--- src/rtl/ocs_4x4_cfg_ctrl_pkg.sv ---
// Shared definitions for the 4x4 optical circuit switch configuration controller.
package ocs_4x4_cfg_ctrl_pkg;

   localparam int         C_PORTS   = 4;
   localparam int         C_ELEMS   = 6;
   localparam logic [7:0] C_PERM_ID = 8'hE4;

   typedef enum logic [2:0] {
      S_IDLE,
      S_CHECK,
      S_SEARCH,
      S_PRE,
      S_SETTLE,
      S_DONE
   } state_t;

   // A permutation is only legal if every input names a different output port.
   function automatic logic perm_has_dup(input logic [2*C_PORTS-1:0] perm);
      logic dup;
      dup = 1'b0;
      for (int i = 0; i < C_PORTS; i++) begin
         for (int j = i + 1; j < C_PORTS; j++) begin
            if (perm[2*i +: 2] == perm[2*j +: 2]) dup = 1'b1;
         end
      end
      return dup;
   endfunction

   // One 2x2 element carrying port labels; result is {hi_out, lo_out}.
   function automatic logic [3:0] elem_2x2(input logic [1:0] lo, input logic [1:0] hi,
                                           input logic swap);
      return swap ? {lo, hi} : {hi, lo};
   endfunction

endpackage

--- src/rtl/ocs_4x4_route_model.sv ---
// Combinational model of the six-element fabric: grant code -> achieved permutation.
module ocs_4x4_route_model
   import ocs_4x4_cfg_ctrl_pkg::*;
#(
   parameter logic P_BAR   = 1'b0,
   parameter logic P_CROSS = 1'b1
) (
   input  logic [C_ELEMS-1:0]   i_cand,
   output logic [2*C_PORTS-1:0] o_perm
);

   logic [C_ELEMS-1:0] w_swap;
   logic [3:0]         w_e0, w_e1, w_e2, w_e3, w_e4, w_e5;

   // An element swaps only when its grant bit carries the CROSS value.
   always_comb begin
      for (int k = 0; k < C_ELEMS; k++) begin
         w_swap[k] = (i_cand[k] == P_CROSS) && (i_cand[k] != P_BAR);
      end
   end

   // Propagate input port labels through the fabric wiring.
   assign w_e3 = elem_2x2(2'd2,      2'd3,      w_swap[3]);
   assign w_e1 = elem_2x2(2'd1,      w_e3[1:0], w_swap[1]);
   assign w_e0 = elem_2x2(2'd0,      w_e1[1:0], w_swap[0]);
   assign w_e4 = elem_2x2(w_e1[3:2], w_e3[3:2], w_swap[4]);
   assign w_e2 = elem_2x2(w_e0[3:2], w_e4[1:0], w_swap[2]);
   assign w_e5 = elem_2x2(w_e2[3:2], w_e4[3:2], w_swap[5]);

   // Invert output->label into input->output permutation format.
   // NOTE: assigning a default first keeps this combinational block latch-free.
   always_comb begin
      o_perm = '0;
      o_perm[{w_e0[1:0], 1'b0} +: 2] = 2'd0;
      o_perm[{w_e2[1:0], 1'b0} +: 2] = 2'd1;
      o_perm[{w_e5[1:0], 1'b0} +: 2] = 2'd2;
      o_perm[{w_e5[3:2], 1'b0} +: 2] = 2'd3;
   end

endmodule

--- src/rtl/ocs_4x4_cfg_ctrl.sv ---
// Configuration controller: validates a requested permutation, searches for the
// lowest grant code realising it, and applies it inside a blanking window.
module ocs_4x4_cfg_ctrl
   import ocs_4x4_cfg_ctrl_pkg::*;
#(
   parameter logic P_BAR    = 1'b0,
   parameter logic P_CROSS  = 1'b1,
   parameter int   P_PRE    = 4,
   parameter int   P_SETTLE = 16
) (
   input  logic                   i_clk,
   input  logic                   i_rst,
   input  logic                   i_req_valid,
   output logic                   o_req_ready,
   input  logic [2*C_PORTS-1:0]   i_perm,
   output logic [C_ELEMS-1:0]     o_grant,
   output logic                   o_blank,
   output logic                   o_done,
   output logic                   o_err,
   output logic [2*C_PORTS-1:0]   o_cur_perm
);

   localparam int C_MAX_PS  = (P_PRE > P_SETTLE) ? P_PRE : P_SETTLE;
   localparam int C_CNT_MAX = (C_MAX_PS > 2**C_ELEMS) ? C_MAX_PS : 2**C_ELEMS;
   localparam int C_CNT_W   = $clog2(C_CNT_MAX);

   localparam logic [C_CNT_W-1:0] C_PRE_LAST    = C_CNT_W'(P_PRE - 1);
   localparam logic [C_CNT_W-1:0] C_SETTLE_LAST = C_CNT_W'(P_SETTLE - 1);
   localparam logic [C_CNT_W-1:0] C_CAND_LAST   = C_CNT_W'(2**C_ELEMS - 1);

   state_t                 r_state, w_state_nxt;
   logic [C_CNT_W-1:0]     r_cnt, w_cnt_nxt;
   logic [2*C_PORTS-1:0]   r_perm, w_perm_nxt;
   logic [C_ELEMS-1:0]     r_code, w_code_nxt;
   logic [C_ELEMS-1:0]     r_grant, w_grant_nxt;
   logic [2*C_PORTS-1:0]   r_cur_perm, w_cur_nxt;
   logic                   r_ready, w_ready_nxt;
   logic                   r_blank, w_blank_nxt;
   logic                   r_done, w_done_nxt;
   logic                   r_err, w_err_nxt;
   logic [2*C_PORTS-1:0]   w_route_perm;
   logic                   w_match;

   // The counter doubles as the search candidate while in SEARCH.
   ocs_4x4_route_model #(
      .P_BAR   (P_BAR),
      .P_CROSS (P_CROSS)
   ) u_route (
      .i_cand (r_cnt[C_ELEMS-1:0]),
      .o_perm (w_route_perm)
   );

   assign w_match = (w_route_perm == r_perm);

   // State and registered outputs.
   // NOTE: sequential state uses non-blocking assignments so all registers update together.
   always_ff @(posedge i_clk or posedge i_rst) begin
      if (i_rst) begin
         r_state    <= S_IDLE;
         r_cnt      <= '0;
         r_perm     <= C_PERM_ID;
         r_code     <= {C_ELEMS{P_BAR}};
         r_grant    <= {C_ELEMS{P_BAR}};
         r_cur_perm <= C_PERM_ID;
         r_ready    <= 1'b1;
         r_blank    <= 1'b0;
         r_done     <= 1'b0;
         r_err      <= 1'b0;
      end else begin
         r_state    <= w_state_nxt;
         r_cnt      <= w_cnt_nxt;
         r_perm     <= w_perm_nxt;
         r_code     <= w_code_nxt;
         r_grant    <= w_grant_nxt;
         r_cur_perm <= w_cur_nxt;
         r_ready    <= w_ready_nxt;
         r_blank    <= w_blank_nxt;
         r_done     <= w_done_nxt;
         r_err      <= w_err_nxt;
      end
   end

   // Next-state and next-output decode.
   always_comb begin
      w_state_nxt = r_state;
      w_cnt_nxt   = r_cnt;
      w_perm_nxt  = r_perm;
      w_code_nxt  = r_code;
      w_grant_nxt = r_grant;
      w_cur_nxt   = r_cur_perm;
      w_ready_nxt = 1'b0;
      w_blank_nxt = 1'b0;
      w_done_nxt  = 1'b0;
      w_err_nxt   = 1'b0;

      case (r_state)
         S_IDLE: begin
            w_ready_nxt = 1'b1;
            w_cnt_nxt   = '0;
            if (i_req_valid && r_ready) begin
               w_perm_nxt  = i_perm;
               w_state_nxt = S_CHECK;
               w_ready_nxt = 1'b0;
            end
         end
         S_CHECK: begin
            w_cnt_nxt = '0;
            if (perm_has_dup(r_perm)) begin
               w_err_nxt   = 1'b1;
               w_ready_nxt = 1'b1;
               w_state_nxt = S_IDLE;
            end else begin
               w_state_nxt = S_SEARCH;
            end
         end
         S_SEARCH: begin
            if (w_match) begin
               w_code_nxt  = r_cnt[C_ELEMS-1:0];
               w_cnt_nxt   = '0;
               w_blank_nxt = 1'b1;
               w_state_nxt = S_PRE;
            end else if (r_cnt == C_CAND_LAST) begin
               w_cnt_nxt   = '0;
               w_err_nxt   = 1'b1;
               w_ready_nxt = 1'b1;
               w_state_nxt = S_IDLE;
            end else begin
               w_cnt_nxt = r_cnt + 1'b1;
            end
         end
         S_PRE: begin
            w_blank_nxt = 1'b1;
            if (r_cnt == C_PRE_LAST) begin
               w_cnt_nxt   = '0;
               w_state_nxt = S_SETTLE;
            end else begin
               w_cnt_nxt = r_cnt + 1'b1;
            end
         end
         S_SETTLE: begin
            if (r_cnt == C_SETTLE_LAST) begin
               w_cnt_nxt   = '0;
               w_done_nxt  = 1'b1;
               w_state_nxt = S_DONE;
            end else begin
               w_blank_nxt = 1'b1;
               w_cnt_nxt   = r_cnt + 1'b1;
            end
         end
         S_DONE: begin
            w_ready_nxt = 1'b1;
            w_cnt_nxt   = '0;
            w_state_nxt = S_IDLE;
         end
         default: begin
            w_ready_nxt = 1'b1;
            w_cnt_nxt   = '0;
            w_state_nxt = S_IDLE;
         end
      endcase

      // The grant switches on the edge that opens the final PRE cycle; this also
      // covers a one-cycle PRE window entered straight from SEARCH.
      if ((w_state_nxt == S_PRE) && (w_cnt_nxt == C_PRE_LAST)) begin
         w_grant_nxt = w_code_nxt;
         w_cur_nxt   = r_perm;
      end
   end

   assign o_req_ready = r_ready;
   assign o_grant     = r_grant;
   assign o_blank     = r_blank;
   assign o_done      = r_done;
   assign o_err       = r_err;
   assign o_cur_perm  = r_cur_perm;

endmodule

--- config.mk ---
export PLATFORM = sky130hd
export DESIGN_NAME = ocs_4x4_cfg_ctrl
export DESIGN_NICKNAME = d
export VERILOG_FILES = /design/src/rtl/ocs_4x4_cfg_ctrl_pkg.sv /design/src/rtl/ocs_4x4_route_model.sv /design/src/rtl/ocs_4x4_cfg_ctrl.sv
export SDC_FILE = /design/constraint.sdc
export NUM_CORES = 1
export LEC_CHECK = 0
export ABC_CLOCK_PERIOD_IN_PS = 4680
export CORE_AREA = 2 2 69 71
export CTS_CLUSTER_SIZE = 20
export DETAILED_ROUTE_END_ITERATION = 10
export DIE_AREA = 0 0 71 73
export DONT_BUFFER_PORTS = 1
export PLACE_DENSITY = 0.75
export SYNTH_ARGS = -nofsm -noshare
export SYNTH_HDL_FRONTEND = slang
export SYNTH_SLANG_ARGS = --single-unit
--- constraint.sdc ---
create_clock -name i_clk -period 4.68 [get_ports i_clk]
set_clock_uncertainty 0.1 [all_clocks]
set_input_delay 0.936 -clock i_clk [delete_from_list [all_inputs] [get_ports i_clk]]
set_output_delay 0.936 -clock i_clk [all_outputs]
set_load 0.03 [all_outputs]
Yosys cells after proc, flatten, opt, wreduce, memory -nomap -nowiden. Cells that the tools add are included.

Flip-flop bits (word level): 41. Bits of input ports: 11. Output and inout port bits: 18. Logic and storage cells: 86.

$add $sub $neg: 5. Eq/ne operators: 16. Shift-type cells: 8. Mux-type cells: 41. Bitwise logic cells: 1. Reductions and logical operators: 5.

Operators with widths (number): two-way mux 6 bit (6); variable shift 2 x 5 -> 8 bit, first input constant (4); indexed part select 2 x 5 -> 8 bit, first input constant (4); bitwise mux 8 bit (3); two-way mux 4 bit (5); negator 3 -> 5 bit (4); two-way mux 3 bit (6); one-hot mux 6 bit (3 select lines) (1); two-way mux 1 bit (15); one-hot mux 3 bit (5 select lines) (1); equality test 2 bit (6); equality test 6 x 2 -> 1 bit, second input constant (2); equality test 3 x 2 -> 1 bit, second input constant (3); bitwise AND 8 bit (1); equality test 8 bit (1); adder 6 x 1 -> 6 bit, second input constant (1); equality test 6 x 4 -> 1 bit, second input constant (1); equality test 6 bit, second input constant (1); one-hot mux 1 bit (4 select lines) (1); equality test 3 x 1 -> 1 bit, second input constant (1); equality test 3 bit, second input constant (1); logical NOT 3 bit (1); one-hot mux 1 bit (3 select lines) (1); logical AND 1 bit (2); other kinds (4) (4).

Depth between registers and ports, before layout.
Depth after elaboration: 14. Mapped depth: 14. Depth with buffers taken out: 12.

Cells and area by module. A second synthesis with hierarchy kept.

Cell total of the unflattened synthesis: 191. Area, all modules: 2284.7 um2.

Modules (own cells, without submodules): ocs_4x4_cfg_ctrl (times used 1, cells an instance 167, area each 2129.5 um2, sequential area each 1037.2 um2); ocs_4x4_route_model (times used 1, cells an instance 24, area each 155.1 um2, sequential area each 0.0 um2).

Worst setup path before layout. OpenSTA, ideal clock, no wires.

Kind: reg2reg. From: reg r_cnt[0]. To: reg r_cur_perm[0], in the netlist o_cur_perm[0]. Setup time: 0.125 ns. Data arrival time: 3.437 ns. Data required time: 4.455 ns. Path slack: 1.018 ns. Stages on the path, launching flop included: 15. Buffers on the path: 2. Clock period less this slack: 3.662 ns. Path through: dfrtp_1 > clkbuf_1 > inv_1 > ha_1 > nand2b_1 > a31o_2 > o41ai_2 > xnor2_1 > o21ai_2 > a2111oi_4 > and2_2 > nand2_4 > a2111oi_4 > buf_6 > mux2_4.

Cells in the longest elaborated chain, start to end: 12. Elaborated cells on any way between the ends: 37. Those cells by class: add/sub: 5; eq/ne: 6; shift: 8; mux: 16; bitwise: 1; reduce/logical: 1.

RTL lines: from (decl) (line ocs_4x4_cfg_ctrl.sv:32) `logic [C_CNT_W-1:0] r_cnt, w_cnt_nxt;`; from (signal assigned) (line ocs_4x4_cfg_ctrl.sv:71) `r_cnt <= w_cnt_nxt;`; two-way mux 4 bit (line ocs_4x4_cfg_ctrl_pkg.sv:32) `return swap ? {lo, hi} : {hi, lo};`; negator 3 -> 5 bit / two-way mux 4 bit (equally long branches) (line ocs_4x4_route_model.sv:34, ocs_4x4_cfg_ctrl_pkg.sv:32); indexed part select 2 x 5 -> 8 bit, or another cell as far along (line ocs_4x4_route_model.sv:34) `o_perm[{w_e0[1:0], 1'b0} +: 2] = 2'd0;`; bitwise AND 8 bit (no source line), or another cell as far along; bitwise mux 8 bit, or another cell as far along (line ocs_4x4_route_model.sv:35) `o_perm[{w_e2[1:0], 1'b0} +: 2] = 2'd1;`; bitwise mux 8 bit (line ocs_4x4_route_model.sv:36) `o_perm[{w_e5[1:0], 1'b0} +: 2] = 2'd2;`; bitwise mux 8 bit (line ocs_4x4_route_model.sv:37) `o_perm[{w_e5[3:2], 1'b0} +: 2] = 2'd3;`; equality test 8 bit (line ocs_4x4_cfg_ctrl.sv:53) `assign w_match = (w_route_perm == r_perm);`; two-way mux 6 bit / two-way mux 3 bit (equally long branches) (line ocs_4x4_cfg_ctrl.sv:117) `if (w_match) begin`; one-hot mux 6 bit (3 select lines) / one-hot mux 3 bit (5 select lines) (equally long branches) (line ocs_4x4_cfg_ctrl.sv:96) `case (r_state)`; equality test 6 x 2 -> 1 bit / equality test 3 x 2 -> 1 bit (equally long branches) (line ocs_4x4_cfg_ctrl.sv:164) `if ((w_state_nxt == S_PRE) && (w_cnt_nxt == C_PRE_LAST)) begin`; logical AND 1 bit * (line ocs_4x4_cfg_ctrl.sv:164); to (signal assigned) (line ocs_4x4_cfg_ctrl.sv:75) `r_cur_perm <= w_cur_nxt;`; to (decl) (line ocs_4x4_cfg_ctrl.sv:36) `logic [2*C_PORTS-1:0] r_cur_perm, w_cur_nxt;`.

Mark *: on every way between the ends. The rest lies on a longest branch, timed or not. A chain may end at the register's enable or synchronous reset.

Worst setup path in the final report.
From: reg r_cnt[0]. To: reg r_grant[4], in the netlist o_grant[4].

Cells in the longest elaborated chain, start to end: 12. Elaborated cells on any way between the ends: 39. Those cells by class: add/sub: 5; eq/ne: 6; shift: 8; mux: 18; bitwise: 1; reduce/logical: 1.

RTL lines: two-way mux 4 bit (line ocs_4x4_cfg_ctrl_pkg.sv:32); negator 3 -> 5 bit / two-way mux 4 bit (equally long branches) (line ocs_4x4_route_model.sv:34, ocs_4x4_cfg_ctrl_pkg.sv:32); indexed part select 2 x 5 -> 8 bit, or another cell as far along (line ocs_4x4_route_model.sv:34); bitwise AND 8 bit (no source line), or another cell as far along; bitwise mux 8 bit, or another cell as far along (line ocs_4x4_route_model.sv:35); bitwise mux 8 bit (line ocs_4x4_route_model.sv:36); bitwise mux 8 bit (line ocs_4x4_route_model.sv:37); equality test 8 bit (line ocs_4x4_cfg_ctrl.sv:53); two-way mux 6 bit / two-way mux 3 bit (equally long branches) (line ocs_4x4_cfg_ctrl.sv:117); one-hot mux 6 bit (3 select lines) / one-hot mux 3 bit (5 select lines) (equally long branches) (line ocs_4x4_cfg_ctrl.sv:96); equality test 6 x 2 -> 1 bit / equality test 3 x 2 -> 1 bit (equally long branches) (line ocs_4x4_cfg_ctrl.sv:164); logical AND 1 bit (line ocs_4x4_cfg_ctrl.sv:164); to (signal assigned) (line ocs_4x4_cfg_ctrl.sv:63) `r_grant <= {C_ELEMS{P_BAR}};`; to (signal assigned) (line ocs_4x4_cfg_ctrl.sv:74) `r_grant <= w_grant_nxt;`; to (decl) (line ocs_4x4_cfg_ctrl.sv:35) `logic [C_ELEMS-1:0] r_grant, w_grant_nxt;`.

Parallel ways exist; a longest one is shown, timed or not.

==> impl_metrics.toml <==
[yosys]
synth_edf_count = 0
ys_warn_count = 0
avgSynthCellArea_um2 = 10.5
ys_seq_area_frac = 0.398
synth_top_family_by_area = "compound AO/OA/AOI/OAI gates"
synth.largest_area_cell = "dfrtp_1"
ys_types = 63
ys_seq_elements = 41
ys.flop_type = "dfrtp_1"
yosys.area_share.simple = 0.159
synth_top_area_share = 0.307
synth_fa_ha_area_frac = 0.00959
syn-num-nets = 261
syn_inst = 248
synth.area.top_cells = "dfrtp_1 (31%), dfstp_2 (9.1%), mux2_2 (6.9%)"
syn_area_um2 = 2610
synth_compound_area_frac = 0.179
async_reset_ff_frac = 1.00
synth_mux_area_frac = 0.142
synth_xor_area_frac = 0.0638

[drt]
highest_layer = "met4"
ant_nets = 0
met2_length_um = 2330
drtIter0Drc = 96
dr_total_vias = 1829
drc = 0
m1WireLength_um = 2280
wl_per_cell_um = 16.9
vias_per_cell = 6.24
first_pass_iters = 4
wl_met3_um = 232
routed_wl_um = 4960

[place]
place_congestion = 0.958
dp_hpwl_um = 3540
dp_worst_setup_slack_ns = 0.747
portBuffers = 0

[timing]
tns_ns = 0
rsz0062_at_grt = "no"
slew_headroom = 0.604
tightest_slew_ns = 0.588
final_max_slew_viol_count = 0
hold_violations = 0
setup_viol = 0
finalCritPeriodShare = 0.848
max_freq_mhz = 252
min_period_ns = 3.97
final.setup.worst_slack_ns = 0.711

[clock_network]
cts-resized-gates = 0
post_cts_buffers = 0
cts_tree = "done"
cts_buffers = 5
ctsRootBufferMaster = "clkbuf_8"
clock_latency_ns = 0.30
h-tree-depth = 2
clockBufferDepth = 2
cts.sinks = 41
path_clk_slew_ns = 0.08
hold_buffers = 0

[floorplan]
core_um2 = 4540
chipWidth_um = 71
ios = 29
start_util = 0.575
die-area_um2 = 5180
rows = 25
fp.dieH_um = 73

[worst_setup_path]
worstPathMaxFanout = 14
cp_data_required_time_ns = 4.76
r2r-end = "o_grant[4]"
ff2ff_path_depth = 13
crit_path_start_kind = "register"
reg2reg_from = "r_cnt[0]"
critPathCaptureType = "register"
r2r_slack_ns = 0.71
crit_type = "reg -> reg"
critical_path_arrival_ns = 4.05

[min_path]
hold_depth = 1
hold_end = "r_code[4]"
min_from = "r_code[4]"
hp-class = "reg -> reg"

[global_route]
grt_pass1_vias = 1763
grt_max_degree = 42
antenna_found_initial = 0
track_usage = 0.208
grt_pass1_wl_um = 8400
overflow = 0

[layout]
area_growth_pct = 3.88
n_antenna_cell = 0
nNetsFinal = 251
drive_gt1_frac = 0.264

[power]
netSwitchingPower_uw = 605
p_int_uw = 894
seqPwrFrac = 0.438
power-per-cell-area_nw_per_um2 = 553
p_sw_frac = 0.404
finalPower_mw = 1.50
clock_power_share = 0.198
p_comb_frac = 0.363
peakVddDrop_uv = 361
total_leakage_power_nw = 1.14

[run]
cap_violations = 0

[status]
status = "complete, no violations"
[registers in the layout (all words and copies together), names as in the netlist]
name	count
o_cur_perm	8
r_perm	8
o_grant	6
r_cnt	6
r_code	6
r_state	3
o_blank	1
o_done	1
o_err	1
o_req_ready	1
[layer usage]
layer | global-route usage | vias up
li1 | - | 868
met4 | 0.101 | 0
met1 | 0.282 | 900
met3 | 0.0442 | 8
met2 | 0.319 | 53
met5 | 0 | -
[worst max-delay path, stage by stage (launching register included)]
cell	delay, ns
dfrtp_1	0.56
inv_1	0.13
ha_1	0.26
nand2b_1	0.17
a31oi_1	0.44
nand2b_1	0.12
a211oi_2	0.22
o21ai_1	0.14
a2111oi_4	0.34
and2_2	0.25
nand2_4	0.11
a2111oi_4	0.30
buf_4	0.32
mux2_2	0.37
[layout by cell type, fill, tap and decap left out, drive strengths merged, types with 3 or more instances in the layout]
cell / n
dfrtp: 32
a31oi: 5
nand2b: 5
nand2: 13
a21oi: 4
nor2: 13
dfstp: 9
nand3: 8
o21ai: 19
clkbuf: 6
nor2b: 6
inv: 7
o21a: 4
o22ai: 4
nor3: 11
mux2: 26
nor3b: 3
xnor2: 3
xor2: 16
a211oi: 3
mux2i: 4
[worst max path at each step]
stage	startpoint	endpoint	slack, ns	cells past startpoint
6_report	r_cnt[0]	o_grant[4]	0.71	13
5_1_grt	r_cnt[1]	o_grant[4]	0.42	12
4_1_cts	r_cnt[0]	o_grant[4]	0.72	13
3_5_place_dp	r_cnt[0]	o_grant[4]	0.75	13
3_3_place_gp	r_cnt[0]	o_grant[2]	0.80	13
2_1_floorplan	r_cnt[0]	o_cur_perm[0]	1.02	14
[power by group through the flow]
stage          Combinational (mW)  Clock [mW]  Sequential, mW
5_1_grt                     0.598       0.314           0.675
4_1_cts                     0.545       0.303           0.656
3_5_place_dp                0.541           0           0.662
2_1_floorplan               0.572           0           0.542
3_3_place_gp                0.535           0           0.664
6_report                    0.545       0.297           0.657
[per-stage QoR]
| stage | cells | instance area [um^2] | utilization | hold slack [ns] |
|---|---|---|---|---|
| after global placement | 285 | 2590 | 0.571 | 0.377 |
| final | 293 | 2710 | 0.598 | 0.397 |
| after global routing | 293 | 2710 | 0.598 | 0.415 |
| after detailed placement | 285 | 2590 | 0.571 | 0.383 |
| after CTS | 293 | 2710 | 0.598 | 0.400 |
| after floorplan | 248 | 2610 | - | 0.367 |
[Yosys cell counts, drive strengths merged (2+ instances only)]
library cell	number
nor3	11
inv	7
ha	2
a221oi	2
mux2	26
o211ai	2
a31oi	5
xnor2	3
mux2i	4
nand2	13
nor2	13
xor2	16
o22ai	4
o21a	4
buf	11
nand3	8
a21oi	4
nand2b	5
or3	2
nor2b	6
nor3b	3
and2	2
nor4	2
a2111oi	2
a211oi	3
and3	2
dfrtp	32
dfstp	9
clkbuf	8
o21ai	19
[final cells by class]
type,instances,area (um^2)
repair buffers,2,15.0
flip-flops and latches,41,1040
well taps,54,67.6
multi-input cells,181,1440
clock buffers,6,82.6
fillers,359,1830
inverters,7,26.3
clock inverters,2,37.5
[logic make-up after synthesis]
| group | Yosys count |
|---|---|
| mux | 30 |
| compound gates | 58 |
| flops | 41 |
| simple gates | 72 |
| xor+xnor | 19 |
| fa+ha+maj | 2 |
| buf+inv | 26 |
Power figures use the tool's default switching activity.
